--- src/rtl/watch_multimode.sv ---
// Multimode watch: BCD HH:MM:SS clock with set modes plus an MM:SS countdown timer.
// Optional alarm (SET_AH/SET_AM states, alarm_ring) is compiled in by WATCH_MULTIMODE_ALARM_EN.
module watch_multimode #(
  parameter int MAX_HOUR      = 23,
  parameter int TICKS_PER_SEC = 1
) (
  input  logic       clock,
  input  logic       reset,
  input  logic       pulse_tick,
  input  logic       pulse_blink,
  input  logic       mode_button,
  input  logic       add_button,
  input  logic       sub_button,
  input  logic       start_button,
  output logic [5:0] d1,
  output logic [5:0] d2,
  output logic [5:0] d3,
  output logic [5:0] d4,
  output logic [5:0] d5,
  output logic [5:0] d6,
  output logic [5:0] d7,
  output logic [5:0] d8,
  output logic       timer_done,
  output logic       alarm_ring
);
  localparam int PW = (TICKS_PER_SEC > 1) ? $clog2(TICKS_PER_SEC) : 1;
  localparam logic [PW-1:0] PRE_LAST = PW'(TICKS_PER_SEC - 1);
  localparam logic [7:0] HOUR_TOP = {4'(MAX_HOUR / 10), 4'(MAX_HOUR % 10)};
  localparam logic [7:0] MS_TOP = 8'h59;
  localparam logic [5:0] SEP = 6'b000001;

  typedef enum logic [2:0] {
    RUN = 3'd0, SET_H = 3'd1, SET_M = 3'd2, SET_S = 3'd3, SET_AH = 3'd4, SET_AM = 3'd5, TMR = 3'd6
  } state_e;

  function automatic logic [7:0] bcd_inc(input logic [7:0] v, input logic [7:0] top);
    if (v == top) return 8'h00;
    else if (v[3:0] == 4'd9) return {v[7:4] + 4'd1, 4'd0};
    else return {v[7:4], v[3:0] + 4'd1};
  endfunction

  function automatic logic [7:0] bcd_dec(input logic [7:0] v, input logic [7:0] top);
    if (v == 8'h00) return top;
    else if (v[3:0] == 4'd0) return {v[7:4] - 4'd1, 4'd9};
    else return {v[7:4], v[3:0] - 4'd1};
  endfunction

  function automatic logic [5:0] digit(input logic en, input logic [3:0] v);
    return {en, v, 1'b0};
  endfunction

  state_e        state_q, state_d;
  logic [7:0]    hh_q, hh_d, mm_q, mm_d, ss_q, ss_d, tm_q, tm_d, ts_q, ts_d;
  logic [PW-1:0] pre_q, pre_d;
  logic          run_q, run_d, done_q, done_d, ring_q, ring_d;
  logic [47:0]   disp_q, disp_d;
  logic          sec_s, en_h_s, en_m_s, en_s_s, en_t_s;
`ifdef WATCH_MULTIMODE_ALARM_EN
  logic [7:0]    ah_q, ah_d, am_q, am_d;
  logic          armed_q, armed_d, btn_s, clear_s, match_s;
`endif

  // Next state of every counter plus the display image of the current state.
  always_comb begin
    state_d = state_q;
    hh_d = hh_q; mm_d = mm_q; ss_d = ss_q; tm_d = tm_q; ts_d = ts_q;
    pre_d = pre_q; run_d = run_q; done_d = 1'b0; ring_d = 1'b0; sec_s = 1'b0;
`ifdef WATCH_MULTIMODE_ALARM_EN
    ah_d = ah_q; am_d = am_q;
`endif
    if (state_q == RUN || state_q == TMR) begin
      if (pulse_tick && pre_q == PRE_LAST) begin
        pre_d = {PW{1'b0}};
        sec_s = 1'b1;
      end else if (pulse_tick) pre_d = pre_q + PW'(1);
      else pre_d = pre_q;
    end else begin
      pre_d = {PW{1'b0}};
    end

    if (sec_s) begin
      ss_d = bcd_inc(ss_q, MS_TOP);
      mm_d = (ss_q == MS_TOP) ? bcd_inc(mm_q, MS_TOP) : mm_q;
      hh_d = (ss_q == MS_TOP && mm_q == MS_TOP) ? bcd_inc(hh_q, HOUR_TOP) : hh_q;
    end else begin
      ss_d = ss_q;
    end

    // mode wins over the other buttons; add together with sub cancels out
    if (mode_button) begin
      case (state_q)
        RUN:    state_d = SET_H;
        SET_H:  state_d = SET_M;
        SET_M:  state_d = SET_S;
`ifdef WATCH_MULTIMODE_ALARM_EN
        SET_S:  state_d = SET_AH;
`else
        SET_S:  state_d = TMR;
`endif
        SET_AH: state_d = SET_AM;
        SET_AM: state_d = TMR;
        TMR:    state_d = RUN;
        default: state_d = RUN;
      endcase
    end else begin
      if (add_button != sub_button) begin
        case (state_q)
          SET_H: hh_d = add_button ? bcd_inc(hh_q, HOUR_TOP) : bcd_dec(hh_q, HOUR_TOP);
          SET_M: mm_d = add_button ? bcd_inc(mm_q, MS_TOP) : bcd_dec(mm_q, MS_TOP);
          SET_S: ss_d = add_button ? bcd_inc(ss_q, MS_TOP) : bcd_dec(ss_q, MS_TOP);
`ifdef WATCH_MULTIMODE_ALARM_EN
          SET_AH: ah_d = add_button ? bcd_inc(ah_q, HOUR_TOP) : bcd_dec(ah_q, HOUR_TOP);
          SET_AM: am_d = add_button ? bcd_inc(am_q, MS_TOP) : bcd_dec(am_q, MS_TOP);
`endif
          TMR: begin
            if (!run_q) tm_d = add_button ? bcd_inc(tm_q, MS_TOP) : bcd_dec(tm_q, MS_TOP);
            else tm_d = tm_q;
          end
          default: state_d = state_q;
        endcase
      end else begin
        state_d = state_q;
      end
      if (start_button && state_q == TMR) begin
        if (run_q) run_d = 1'b0;
        else run_d = (tm_q != 8'h00 || ts_q != 8'h00);
      end else begin
        run_d = run_q;
      end
    end

    if (sec_s && run_q) begin
      ts_d = bcd_dec(ts_q, MS_TOP);
      tm_d = (ts_q == 8'h00) ? bcd_dec(tm_q, MS_TOP) : tm_q;
      if (tm_q == 8'h00 && ts_q == 8'h01) begin
        run_d  = 1'b0;
        done_d = 1'b1;
      end else begin
        done_d = 1'b0;
      end
    end else begin
      done_d = 1'b0;
    end

`ifdef WATCH_MULTIMODE_ALARM_EN
    btn_s   = mode_button | add_button | sub_button | start_button;
    clear_s = ring_q & btn_s;
    match_s = ({hh_d, mm_d, ss_d} == {ah_q, am_q, 8'h00});
    ring_d  = !clear_s && (ring_q || (armed_q && sec_s && match_s));
    armed_d = (mode_button && state_q == SET_S) || (armed_q && !clear_s);
`endif

    en_h_s = (state_q == SET_H) ? pulse_blink : 1'b1;
    en_m_s = (state_q == SET_M) ? pulse_blink : 1'b1;
    en_s_s = (state_q == SET_S) ? pulse_blink : 1'b1;
    en_t_s = run_q ? 1'b1 : pulse_blink;
    case (state_q)
      TMR: disp_d = {SEP, SEP, SEP, digit(en_t_s, tm_q[7:4]), digit(en_t_s, tm_q[3:0]),
                     SEP, digit(en_t_s, ts_q[7:4]), digit(en_t_s, ts_q[3:0])};
`ifdef WATCH_MULTIMODE_ALARM_EN
      SET_AH, SET_AM: begin
        en_h_s = (state_q == SET_AH) ? pulse_blink : 1'b1;
        en_m_s = (state_q == SET_AM) ? pulse_blink : 1'b1;
        disp_d = {digit(en_h_s, ah_q[7:4]), digit(en_h_s, ah_q[3:0]), SEP,
                  digit(en_m_s, am_q[7:4]), digit(en_m_s, am_q[3:0]), SEP,
                  digit(1'b1, 4'd0), digit(1'b1, 4'd0)};
      end
`endif
      default: disp_d = {digit(en_h_s, hh_q[7:4]), digit(en_h_s, hh_q[3:0]), SEP,
                         digit(en_m_s, mm_q[7:4]), digit(en_m_s, mm_q[3:0]), SEP,
                         digit(en_s_s, ss_q[7:4]), digit(en_s_s, ss_q[3:0])};
    endcase
  end

  // State, counters and registered outputs.
  always_ff @(posedge clock or posedge reset) begin
    if (reset) begin
      state_q <= RUN;
      hh_q <= 8'h00; mm_q <= 8'h00; ss_q <= 8'h00; tm_q <= 8'h00; ts_q <= 8'h00;
      pre_q <= {PW{1'b0}};
      run_q <= 1'b0; done_q <= 1'b0; ring_q <= 1'b0;
      disp_q <= {8{SEP}};
`ifdef WATCH_MULTIMODE_ALARM_EN
      ah_q <= 8'h00; am_q <= 8'h00; armed_q <= 1'b0;
`endif
    end else begin
      state_q <= state_d;
      hh_q <= hh_d; mm_q <= mm_d; ss_q <= ss_d; tm_q <= tm_d; ts_q <= ts_d;
      pre_q <= pre_d;
      run_q <= run_d; done_q <= done_d; ring_q <= ring_d;
      disp_q <= disp_d;
`ifdef WATCH_MULTIMODE_ALARM_EN
      ah_q <= ah_d; am_q <= am_d; armed_q <= armed_d;
`endif
    end
  end

  assign {d8, d7, d6, d5, d4, d3, d2, d1} = disp_q;
  assign timer_done = done_q;
  assign alarm_ring = ring_q;
endmodule

--- config.mk ---
export PLATFORM = sky130hd
export DESIGN_NAME = watch_multimode
export DESIGN_NICKNAME = d
export VERILOG_FILES = /design/src/rtl/watch_multimode.sv
export SDC_FILE = /design/constraint.sdc
export NUM_CORES = 1
export LEC_CHECK = 0
export CAP_MARGIN = 15
export CELL_PAD_IN_SITES_DETAIL_PLACEMENT = 1
export CELL_PAD_IN_SITES_GLOBAL_PLACEMENT = 1
export CORE_UTILIZATION = 47
export CTS_CLUSTER_SIZE = 25
export DETAILED_ROUTE_END_ITERATION = 6
export PLACE_DENSITY = 0.95
export RECOVER_POWER = 25
export SYNTH_ARGS = -nofsm -noshare
export SYNTH_HDL_FRONTEND = slang
export SYNTH_SLANG_ARGS = --single-unit
--- constraint.sdc ---
create_clock -name clock -period 5.7 [get_ports clock]
set_input_delay 1.425 -clock clock [delete_from_list [all_inputs] [get_ports clock]]
set_output_delay 1.425 -clock clock [all_outputs]
set_load 0.1 [all_outputs]
==> metrics.yaml, run 1 <==
logic_synthesis:
  syn_area_sq_mm: 0.00530
  synth_edf_count: 0
  async_flop_share_pct: 100
  synth.ff_latch_count: 75
  synth_cell_types: 78
  syn_avg_cell_area_sq_um: 8.58
  yosysSeqAreaShare_pct: 35.5
  synth_ff_type: "dfrtp_1"
  ys_warn_count: 0
  syn_inst: 617
job:
  drv_cap: 1
floorplan:
  dieArea_sq_mm: 0.0117
  die_w_um: 108
  die_h_um: 108
  start_util_pct: 48.6
  ios: 58
  fp-row-count: 38
  design.core.area_sq_mm: 0.0109
worst_setup_path:
  cp_top_family: "simple AND/OR/NAND/NOR gates"
  cp.depth: 6
  cp-start-kind: "primary input"
  cp-startpoint: "pulse_tick"
  reg2reg_to: "disp_q[28]"
  crit_slowest_cell: "nor2_1"
  critical_path_class: "primary input to flip-flop"
  crit_chain: "dlygate4sd3_1 -> nand4bb_1 -> nor2_1 -> nand2_1 -> nor4_1 -> mux2_2"
  regToRegSetupSlack_ns: 2.41
  critical_path.max_stage_delay_ns: 0.74
  critical_path.endpoint_type: "flip-flop"
  cp.required_ns: 5.96
  critical_path.endpoint: "ts_q[7]"
  path_max_fanout: 11
  r2r-start: "state_q[1]"
  arrival_ns: 3.88
  cp_num_buf_inv: 1
  rr_worst_depth: 3
routing:
  drc: 0
  route.detailed.wl_per_inst_um: 19.6
  num_vias: 4709
  routed_wl_um: 15200
  viasPerCell: 6.07
  drtIter0Drc: 203
  ant_nets: 0
  dr.pass1.iters: 4
sta:
  fmax_mhz: 276
  period_share_pct: 63.5
  worst_clock_skew_ns: 0.0107
  slew_viol_final: 43
  finalSetupTns_ns: 0
  worstMarginPinSlew_ns: 1.69
  slew_headroom_pct: -12.8
  finalSetupViolCount: 0
  rsz0062_at_grt: "no"
  fin_ws_ns: 2.08
  finalHoldViolCount: 0
  min_period_ns: 3.62
  whs_ns: 0.558
cts:
  cts_hold_buf: 0
  cts_made_buffers: 9
  path_clk_slew_ns: 0.09
  clk_path_buf_depth: 2
  cts_setup_buffers: 0
  cts.sinks: 75
  cts_tree: "done"
  htree_levels: 3
  clockRootBuffer: "clkbuf_8"
  clock_latency_ns: 0.37
  post_cts_resized: 0
finish:
  final_cell_mix: "nand2_1, dfrtp_1, a21oi_1, nor2_1, o21ai_0"
  n_antenna_cell: 0
  fillers: 1297
  layout-drive-gt1-share_pct: 6.76
  nets: 672
  area_growth_pct: 10.0
place:
  finalWeightedCongestion: 0.914
  place_ws_ns: 1.72
  place_hpwl_um: 10500
  io_buffers: 44
global_routing:
  grt_usage_pct: 27.6
  grt_max_degree: 43
  overflow: 0
  antenna_found_initial: 0
  grt_pass1_vias: 5046
  grt_pass1_wl_um: 25100
status:
  status: "finished, violations left"
  violations: "max-capacitance violations, max-slew violations"
min_path:
  hold_start: "ts_q[2]"
  hp-class: "flip-flop to flip-flop"
-- worst register-to-register path: cells and delay by family (launching register included) --
family	cells	cell delay (ns)
AND/OR/NAND/NOR	1	1.06
buffers and inverters	1	1.03
flip-flops	1	0.56
AO/OA/AOI/OAI	1	0.52
-- Yosys cell counts, types with 4 or more instances --
cell / instances / area, sq um
and3b_1: 4 / 35.0
a31oi_1: 15 / 93.8
ha_1: 33 / 413
inv_1: 30 / 113
nor2_1: 47 / 176
nand3_1: 17 / 85.1
a21o_1: 7 / 52.6
o22ai_1: 8 / 50.1
a21oi_1: 50 / 250
and3_1: 5 / 31.3
o31ai_1: 5 / 37.5
o211ai_1: 4 / 30.0
clkbuf_1: 17 / 63.8
nand2_1: 73 / 274
and2_1: 7 / 43.8
nor3_1: 22 / 110
buf_2: 8 / 40.0
nand3b_1: 4 / 30.0
mux2i_1: 7 / 70.1
o21ai_0: 43 / 215
nor2b_1: 5 / 31.3
xnor2_1: 9 / 78.8
dfrtp_1: 73 / 1830
buf_6: 4 / 45.0
a211oi_1: 6 / 45.0
o221ai_1: 5 / 43.8
buf_4: 22 / 165
nor4_1: 5 / 31.3
nor3b_1: 7 / 52.6
-- through the flow --
step,utilization (%),instances,area [sq um]
2_1_floorplan,-,629,5340
3_3_place_gp,51.6,760,5620
3_5_place_dp,51.6,760,5620
4_1_cts,53.6,776,5840
5_1_grt,53.5,776,5830
6_report,53.5,776,5830
-- layout make-up --
cell class	count	area, sq um	share of cell area (%)
Inverter	32	120	2.06
Sequential cell	75	1880	32.3
Clock inverter	4	73.8	1.27
Clock buffer	12	145	2.49
Timing Repair Buffer	47	463	7.95
Tap cell	140	175	3.01
Multi-Input combinational cell	466	2970	51.0
-- per-layer routing --
layer / up-vias / track usage, % / wire (um)
met3: 31 / 4.10 / 616
met2: 126 / 48.4 / 7770
met5: - / 0 / 0
met4: 0 / 11.3 / 340
met1: 2366 / 33.6 / 6460
li1: 2186 / - / -
-- worst min path at each step --
stage / end / cells past startpoint / slack (ns)
final: disp_q[3] / 2 / 0.56
after floorplan: ts_q[5] / 2 / 0.47
after global routing: ts_q[2] / 1 / 0.62
after CTS: disp_q[3] / 2 / 0.57
after detailed placement: disp_q[3] / 2 / 0.55
after global placement: ts_q[5] / 2 / 0.49
-- flip-flops by register name, indices dropped and copies added, names as in the netlist --
name / cells
state_q: 3
tm_q: 8
run_q: 1
hh_q: 8
timer_done: 1
ts_q: 8
disp_q: 29
pre_q: 1
mm_q: 8
ss_q: 8
-- kinds of logic (layout without fill, tap and decap cells) --
logic type | Yosys count | after routing | synth area share, %
adder cells (fa/ha/maj) | 33 | 33 | 7.80
XOR/XNOR | 15 | 15 | 2.91
flip-flops | 75 | 75 | 35.5
AO/OA/AOI/OAI | 169 | 169 | 20.0
multiplexers | 9 | 9 | 1.75
other | 2 | 14 | 0.142
AND/OR/NAND/NOR | 226 | 226 | 22.9
buffers and inverters | 88 | 95 | 9.05
Power of run 1 is not shown: default switching activity piles up to over one toggle a cycle in this logic, so the estimate is an artifact.
==> inputs of run 2 (changes only) <==
CORE_UTILIZATION = 39   (was 47)
PLACE_DENSITY = 0.87   (was 0.95)
clock period = 3.3 ns   (was 5.7 ns; I/O delays follow)
==> metrics.yaml, run 2 (synthesized netlist as in run 1, its figures left out) <==
routing:
  drc: 0
  viasPerCell: 5.80
  num_vias: 4731
  dr.pass1.iters: 6
  route.detailed.wl_per_inst_um: 18.3
  ant_nets: 0
  drtIter0Drc: 310
  routed_wl_um: 15000
floorplan:
  die_w_um: 119
  fp-row-count: 42
  ios: 58
  dieArea_sq_mm: 0.0141
  die_h_um: 119
  design.core.area_sq_mm: 0.0132
  start_util_pct: 40.0
finish:
  area_growth_pct: 12.0
  nets: 676
  fillers: 1588
  n_antenna_cell: 0
  final_cell_mix: "nand2_1, dfrtp_1, a21oi_1, nor2_1, o21ai_0"
  layout-drive-gt1-share_pct: 13.6
  top_register: "disp_q"
  largest_reg_flops: 29
  final_util_pct: 44.8
sta:
  fmax_mhz: 369
  finalSetupTns_ns: 0
  finalSetupViolCount: 0
  fin_ws_ns: 0.586
  worst_clock_skew_ns: 0.00420
  worstMarginPinSlew_ns: 1.96
  rsz0062_at_grt: "no"
  slew_viol_final: 76
  slew_headroom_pct: -30.4
  min_period_ns: 2.71
  period_share_pct: 82.2
  finalHoldViolCount: 0
status:
  status: "finished, violations left"
  violations: "max-capacitance violations, max-slew violations"
worst_setup_path:
  arrival_ns: 3.00
  cp.required_ns: 3.59
  critical_path_class: "primary input to flip-flop"
  path_max_fanout: 8
  critical_path.endpoint_type: "flip-flop"
  critical_path.max_stage_delay_ns: 0.53
  cp-start-kind: "primary input"
  crit_slowest_cell: "clkdlybuf4s50_1"
  crit_chain: "clkdlybuf4s50_1 -> nor3b_2 -> and2_1 -> a41oi_4 -> a21o_4 -> nor4_1 -> a211o_1"
place:
  place_ws_ns: 0.240
  place_hpwl_um: 10300
  io_buffers: 44
  finalWeightedCongestion: 0.901
cts:
  clk_path_buf_depth: 2
  clock_latency_ns: 0.35
  path_clk_slew_ns: 0.06
  cts_made_buffers: 9
  cts_setup_buffers: 0
  clockRootBuffer: "clkbuf_16"
  htree_levels: 3
  cts.sinks: 75
  cts_hold_buf: 0
  cts_tree: "done"
  post_cts_resized: 0
global_routing:
  grt_pass1_wl_um: 25100
  antenna_found_initial: 0
  grt_pass1_vias: 5019
  overflow: 0
  grt_max_degree: 76
  grt_usage_pct: 22.4
min_path:
  hp-class: "flip-flop to flip-flop"
job:
  drv_cap: 1
-- run 2: layout make-up --
| type | count | area, sq um | area share, % |
|---|---|---|---|
| clock inverters | 7 | 92.6 | 1.56 |
| repair buffers | 51 | 410 | 6.92 |
| inverters | 32 | 120 | 2.03 |
| well taps | 176 | 220 | 3.71 |
| clock buffers | 9 | 225 | 3.80 |
| flip-flops and latches | 75 | 1880 | 31.7 |
| multi-input cells | 466 | 2980 | 50.3 |
-- run 2: through the flow --
stage / area, sq um / hold slack (ns) / std cells
floorplan: 5340 / 0.471 / 629
global placement: 5630 / 0.489 / 800
detailed placement: 5630 / 0.515 / 800
CTS: 5950 / 0.529 / 816
global route: 5930 / 0.562 / 816
finish: 5930 / 0.525 / 816
-- run 2: worst max-delay path: cells and delay by family --
| family | cells | cell delay (ns) |
|---|---|---|
| AND/OR/NAND/NOR | 3 | 1.01 |
| AO/OA/AOI/OAI | 3 | 0.64 |
| buffers and inverters | 1 | 0.53 |
-- run 2: metal layers --
metal / share of wire, % / GRT usage [%]
met4: 3.8 / 11.3
met1: 43 / 26.9
met5: 0 / 0
met2: 50 / 38.7
met3: 3.5 / 3.38
-- run 2: worst paths after layout --
path,to,start,depth (start not counted),slack [ns]
worst min register to register,ts_q[5],ts_q[5],2,0.53
worst max-delay path,tm_q[7],pulse_tick,7,0.59
min in group asynchronous,disp_q[7],reset,3,1.50
worst min-delay path,ts_q[5],ts_q[5],2,0.53
max in group asynchronous,disp_q[29],reset,3,0.66
worst max register to register,hh_q[7],ss_q[1],8,0.67
Power of run 2 is left out for the same reason.
==> RTL edit 1, RTL diff (config.mk and constraints of run 2) <==
Set the parameter `MAX_HOUR` to 11 (it was 23).
--- a/src/rtl/watch_multimode.sv
+++ b/src/rtl/watch_multimode.sv
@@ -1,7 +1,7 @@
 // Multimode watch: BCD HH:MM:SS clock with set modes plus an MM:SS countdown timer.
 // Optional alarm (SET_AH/SET_AM states, alarm_ring) is compiled in by WATCH_MULTIMODE_ALARM_EN.
 module watch_multimode #(
-  parameter int MAX_HOUR      = 23,
+  parameter int MAX_HOUR      = 11,
   parameter int TICKS_PER_SEC = 1
 ) (
   input  logic       clock,
Check against the original RTL: not equivalent (Yosys sat finds a counterexample within 4 cycles, from zero or initial values and one cycle with reset high).
==> RTL edit 1 against run 2 <==
The flow still finishes with violations (max-capacitance violations, max-slew violations). Register-to-register slack lost 100 ps. Final area grew 1.6%. Sequential share of layout area shrank 0.51 points. Setup slack lost 51 ps. Global-route usage grew 0.77 points. Sequential cell count is the same. Synthesized area shrank 0.85%. Routed wire length grew 4.3%. Fmax shrank 1.9%. Count of clock-buffer cells in the layout is the same. Largest cell class unchanged.
==> RTL edit 1: results (changes against run 2) <==
Ranking of synthesized cells by area: dfrtp_1 (35%), ha_1 (7.6%), nand2_1 (4.4%) (was dfrtp_1 (34%), ha_1 (7.8%), nand2_1 (5.2%))
Final net count: 683 (was 676)
Status: complete, but fails checks (unchanged)
Largest net degree at the start of global routing: 76 (unchanged)
Most flop-heavy register: disp_q (unchanged)
Clock skew: 5.96 ps (was 4.20 ps)
Gp weighted congestion: 0.888 (was 0.901)
Yosys warnings: 0 (unchanged)
Count of cell types in the netlist: 71 (was 78)
Max Cap Violations: 1 (unchanged)
Total vias in the final route: 4792 (was 4731)
Failing checks: max-capacitance violations, max-slew violations (unchanged)
Worst slew margin: -30.8% (was -30.4%)
Synth cell count leaders: dfrtp_1 (73), nand2_1 (61), o21ai_0 (40) (was dfrtp_1 (73), nand2_1 (73), a21oi_1 (50))
Wire length per cell: 18.9 microns (was 18.3 microns)
Vias in the first global route: 4940 (was 5019)
Fill count: 1582 (was 1588)
Ant. Diodes: 0 (unchanged)
CP arrival: 3040 ps (was 3000 ps)
Share of post-route cells with drive strength above 1: 15.7% (was 13.6%)
CP Max Fanout: 5 (was 8)
Sequential share of the synthesized area: 35.8% (was 35.5%)
Detailed-router iteration count before antenna repair: 4 (was 6)
First-pass GRT wire length: 25500 microns (was 25100 microns)
First DRT Iteration DRCs: 296 (was 310)
Final Max Slew Viols: 76 (unchanged)
Global Route Usage Sum: 23.1% (was 22.4%)
## RTL edit 1: changes by cell type in the layout (fill, tap and decap cells not counted), moves of 6 or more
cell	delta
a21oi_1	-15
buf_4	+16
nand2_1	-12
nand2b_1	+8
nor2_1	-9
xnor2_1	+6
## RTL edit 1: kinds of logic after synthesis
group	count (synthesis)	synth area share (%)
simple gates	224	22.8
compound gates	158	20.0
buf+inv	86	7.96
flops	75	35.8
fa+ha+maj	32	7.62
xor+xnor	22	3.67
mux	10	2.00
other cells	2	0.143
## RTL edit 1: final timing paths
| kind | cells after the start | endpoint | start | slack [ps] |
|---|---|---|---|---|
| min reg2reg | 1 | ts_q[6] | ts_q[6] | 530 |
| min in group asynchronous | 3 | ts_q[3] | reset | 1490 |
| max | 6 | mm_q[7] | add_button | 540 |
| max in group asynchronous | 3 | disp_q[20] | reset | 660 |
| min | 1 | ts_q[6] | ts_q[6] | 530 |
| max reg2reg | 7 | hh_q[7] | ss_q[1] | 570 |
## RTL edit 1: routing by layer
| layer | part of all wire (%) | global-route usage (%) | vias to the layer above |
|---|---|---|---|
| met1 | 45 | 29.1 | 2411 |
| li1 | - | - | 2230 |
| met2 | 50 | 39.4 | 132 |
| met3 | 4.2 | 4.89 | 19 |
| met4 | 1.5 | 7.21 | 0 |
| met5 | 0 | 0 | - |
## RTL edit 1: critical path: stages
cell             delay (ps)
clkdlybuf4s50_1         520
or4b_2                  810
a211oi_1                360
o22ai_1                 150
a31o_2                  230
a21oi_1                 140
## RTL edit 1: final cells by class
type | count | share of cell area (%)
Tap cell | 176 | 3.65
Multi-Input combinational cell | 460 | 49.8
Sequential cell | 75 | 31.2
Inverter | 31 | 1.93
Timing Repair Buffer | 66 | 8.47
Clock buffer | 9 | 3.74
Clock inverter | 7 | 1.27
## RTL edit 1: through the flow
stage / total power (W) / worst slack (ps) / instances / util, % / area [sq um]
4_1_cts: 0.00693 / 545 / 824 / 45.8 / 6040
3_5_place_dp: 0.00586 / 173 / 808 / 43.5 / 5740
2_1_floorplan: 0.00488 / 568 / 621 / - / 5300
6_report: 0.00692 / 535 / 824 / 45.7 / 6030
3_3_place_gp: 0.00566 / 314 / 808 / 43.5 / 5740
5_1_grt: 0.00731 / 240 / 824 / 45.7 / 6030
## RTL edit 1: power by group
group,switching (W),internal (W),leakage (nW),total [W]
Combinational,0.00280,0.00117,1.52,0.00397
Clock,0.000440,0.000590,0.142,0.00103
Sequential,0.000607,0.00132,0.877,0.00193
Total,0.00384,0.00308,2.54,0.00692
==> RTL edit 2, RTL diff (settings of run 2) <==
Made on the original files. Make the reset (`reset`) synchronous in one clocked block.
--- a/src/rtl/watch_multimode.sv
+++ b/src/rtl/watch_multimode.sv
@@ -173,7 +173,7 @@
   end
 
   // State, counters and registered outputs.
-  always_ff @(posedge clock or posedge reset) begin
+  always_ff @(posedge clock) begin
     if (reset) begin
       state_q <= RUN;
       hh_q <= 8'h00; mm_q <= 8'h00; ss_q <= 8'h00; tm_q <= 8'h00; ts_q <= 8'h00;
Function: differs if reset is asserted again (counterexample within 4 cycles, from zero or initial values and one cycle with reset high); with reset held inactive, the same outputs for 4 cycles.
==> RTL edit 2 against run 2 <==
The flow still finishes with violations (max-capacitance violations, max-slew violations). Global-route usage rose by 0.82 points. Sequential cell count is the same. Final area decreased by 3.3%. Setup slack worse by 31 ps. Cell count is 2.9% higher. Routed wire length decreased by 0.52%. Die area decreased by 3.8%. Synthesized area fell by 3.9%.
==> RTL edit 2: results (changes against run 2) <==
Status: complete, but fails checks (unchanged)
Failing checks: max-capacitance violations, max-slew violations (unchanged)
Post-synthesis xor/xnor area fraction: 2.09% (was 2.91%)
Setup violators final: 0 (unchanged)
Clock Latency Late Sink: 350 ps (about the same)
Met3 global-route usage: 4.05% (was 3.38%)
Reg2Reg Depth: 7 (was 8)
Slew @ Worst Pin: 1620 ps (was 1960 ps)
Clock skew: 9.88 ps (was 4.20 ps)
Global Route Usage Sum: 23.2% (was 22.4%)
Post-CTS Setup Inserts: 0 (unchanged)
Buffering overhead: 7.14% (was 6.92%)
Area of the multi-input gates: 3170 sq um (was 2980 sq um)
Final hold slack: 488 ps (was 525 ps)
Drt via density: 5.88 (was 5.80)
Seq_cells: 75 (unchanged)
Gp weighted congestion: 0.859 (was 0.901)
Fill count: 1574 (was 1588)
Met2 Resource Use GR: 39.3% (was 38.7%)
CP arrival: 3010 ps (was 3000 ps)
Final net count: 704 (was 676)
Share of post-route cells with drive strength above 1: 11.7% (was 13.6%)
First-pass GRT wire length: 24400 microns (was 25100 microns)
Routed length on met3: 721 microns (was 528 microns)
Ranking of synthesized cells by area: dfxtp_1 (29%), ha_1 (8.1%), a21oi_1 (5.0%) (was dfrtp_1 (34%), ha_1 (7.8%), nand2_1 (5.2%))
Post-synth ARST share: 0% (was 100%)
Delay-heaviest family, CP: compound AO/OA/AOI/OAI gates (was simple AND/OR/NAND/NOR gates)
Vias in the first global route: 4908 (was 5019)
Area share of fa/ha/maj cells after synthesis: 8.11% (was 7.80%)
Hold endpoint: disp_q[8] (was ts_q[5])
Slack of the worst reg-to-reg path: 620 ps (was 670 ps)
# clk buffers: 11 (was 9)
Worst R2R Start: hh_q[0] (was ss_q[1])
Mux share of post-synthesis cell area: 2.29% (was 1.75%)
Final Max Slew Viols: 32 (was 76)
Worst r2r dst: hh_q[7] (unchanged)
Inverters: 28 (was 32)
WL met1: 6500 microns (was 6450 microns)
Clock network share of area: 5.72% (was 5.36%)
Largest net degree at the start of global routing: 32 (was 76)
DP Wirelength: 10800 microns (was 10300 microns)
First DRT Iteration DRCs: 288 (was 310)
Setup crit end: tm_q[4] (was tm_q[7])
Non-clock buffers: 64 (was 51)
Sequential cell area share: 26.2% (was 31.7%)
DR WL met2: 7280 microns (was 7410 microns)
Sequential share of the synthesized area: 29.5% (was 35.5%)
CTS H-tree lvls: 3 (unchanged)
Yosys warnings: 0 (unchanged)
Multi-In Gates: 485 (was 466)
Wire length per cell: 17.7 microns (was 18.3 microns)
CP max stage delay: 510 ps (was 530 ps)
Met1 Use GR: 28.3% (was 26.9%)
Compound-Gate Fraction of Synth Area: 22.1% (was 20.0%)
Count of cell types in the netlist: 77 (was 78)
Detailed-router iteration count before antenna repair: 5 (was 6)
Min-delay src: ts_q[5] (unchanged)
Max Cap Violations: 1 (unchanged)
Synth cell count leaders: dfxtp_1 (75), nand2_1 (65), a21oi_1 (51) (was dfrtp_1 (73), nand2_1 (73), a21oi_1 (50))
CP Max Fanout: 6 (was 8)
## RTL edit 2: changes by cell type after synthesis, sizes merged, moves of 7 or more
| cell | run 2 | this run |
|---|---|---|
| nor3 | 22 | 35 |
| nand2 | 75 | 66 |
| buf | 36 | 28 |
| a31oi | 15 | 7 |
| a311oi | 3 | 18 |
| a211oi | 6 | 14 |
| nor2 | 48 | 38 |
| nor4 | 6 | 13 |
| dfrtp | 73 | 0 |
| dfxtp | 0 | 75 |
| o21ai | 47 | 28 |
| a21o | 8 | 1 |
| clkbuf | 19 | 39 |
## RTL edit 2: stage by stage
| stage | setup WS (ps) | std cells | total power, W | instance area, sq um |
|---|---|---|---|---|
| final | 555 | 840 | 0.00253 | 5730 |
| after global routing | 369 | 840 | 0.00262 | 5730 |
| after CTS | 576 | 840 | 0.00255 | 5820 |
| after detailed placement | 212 | 824 | 0.00145 | 5490 |
| after global placement | 303 | 824 | 0.00144 | 5490 |
| after floorplan | 903 | 655 | 0.00137 | 5130 |
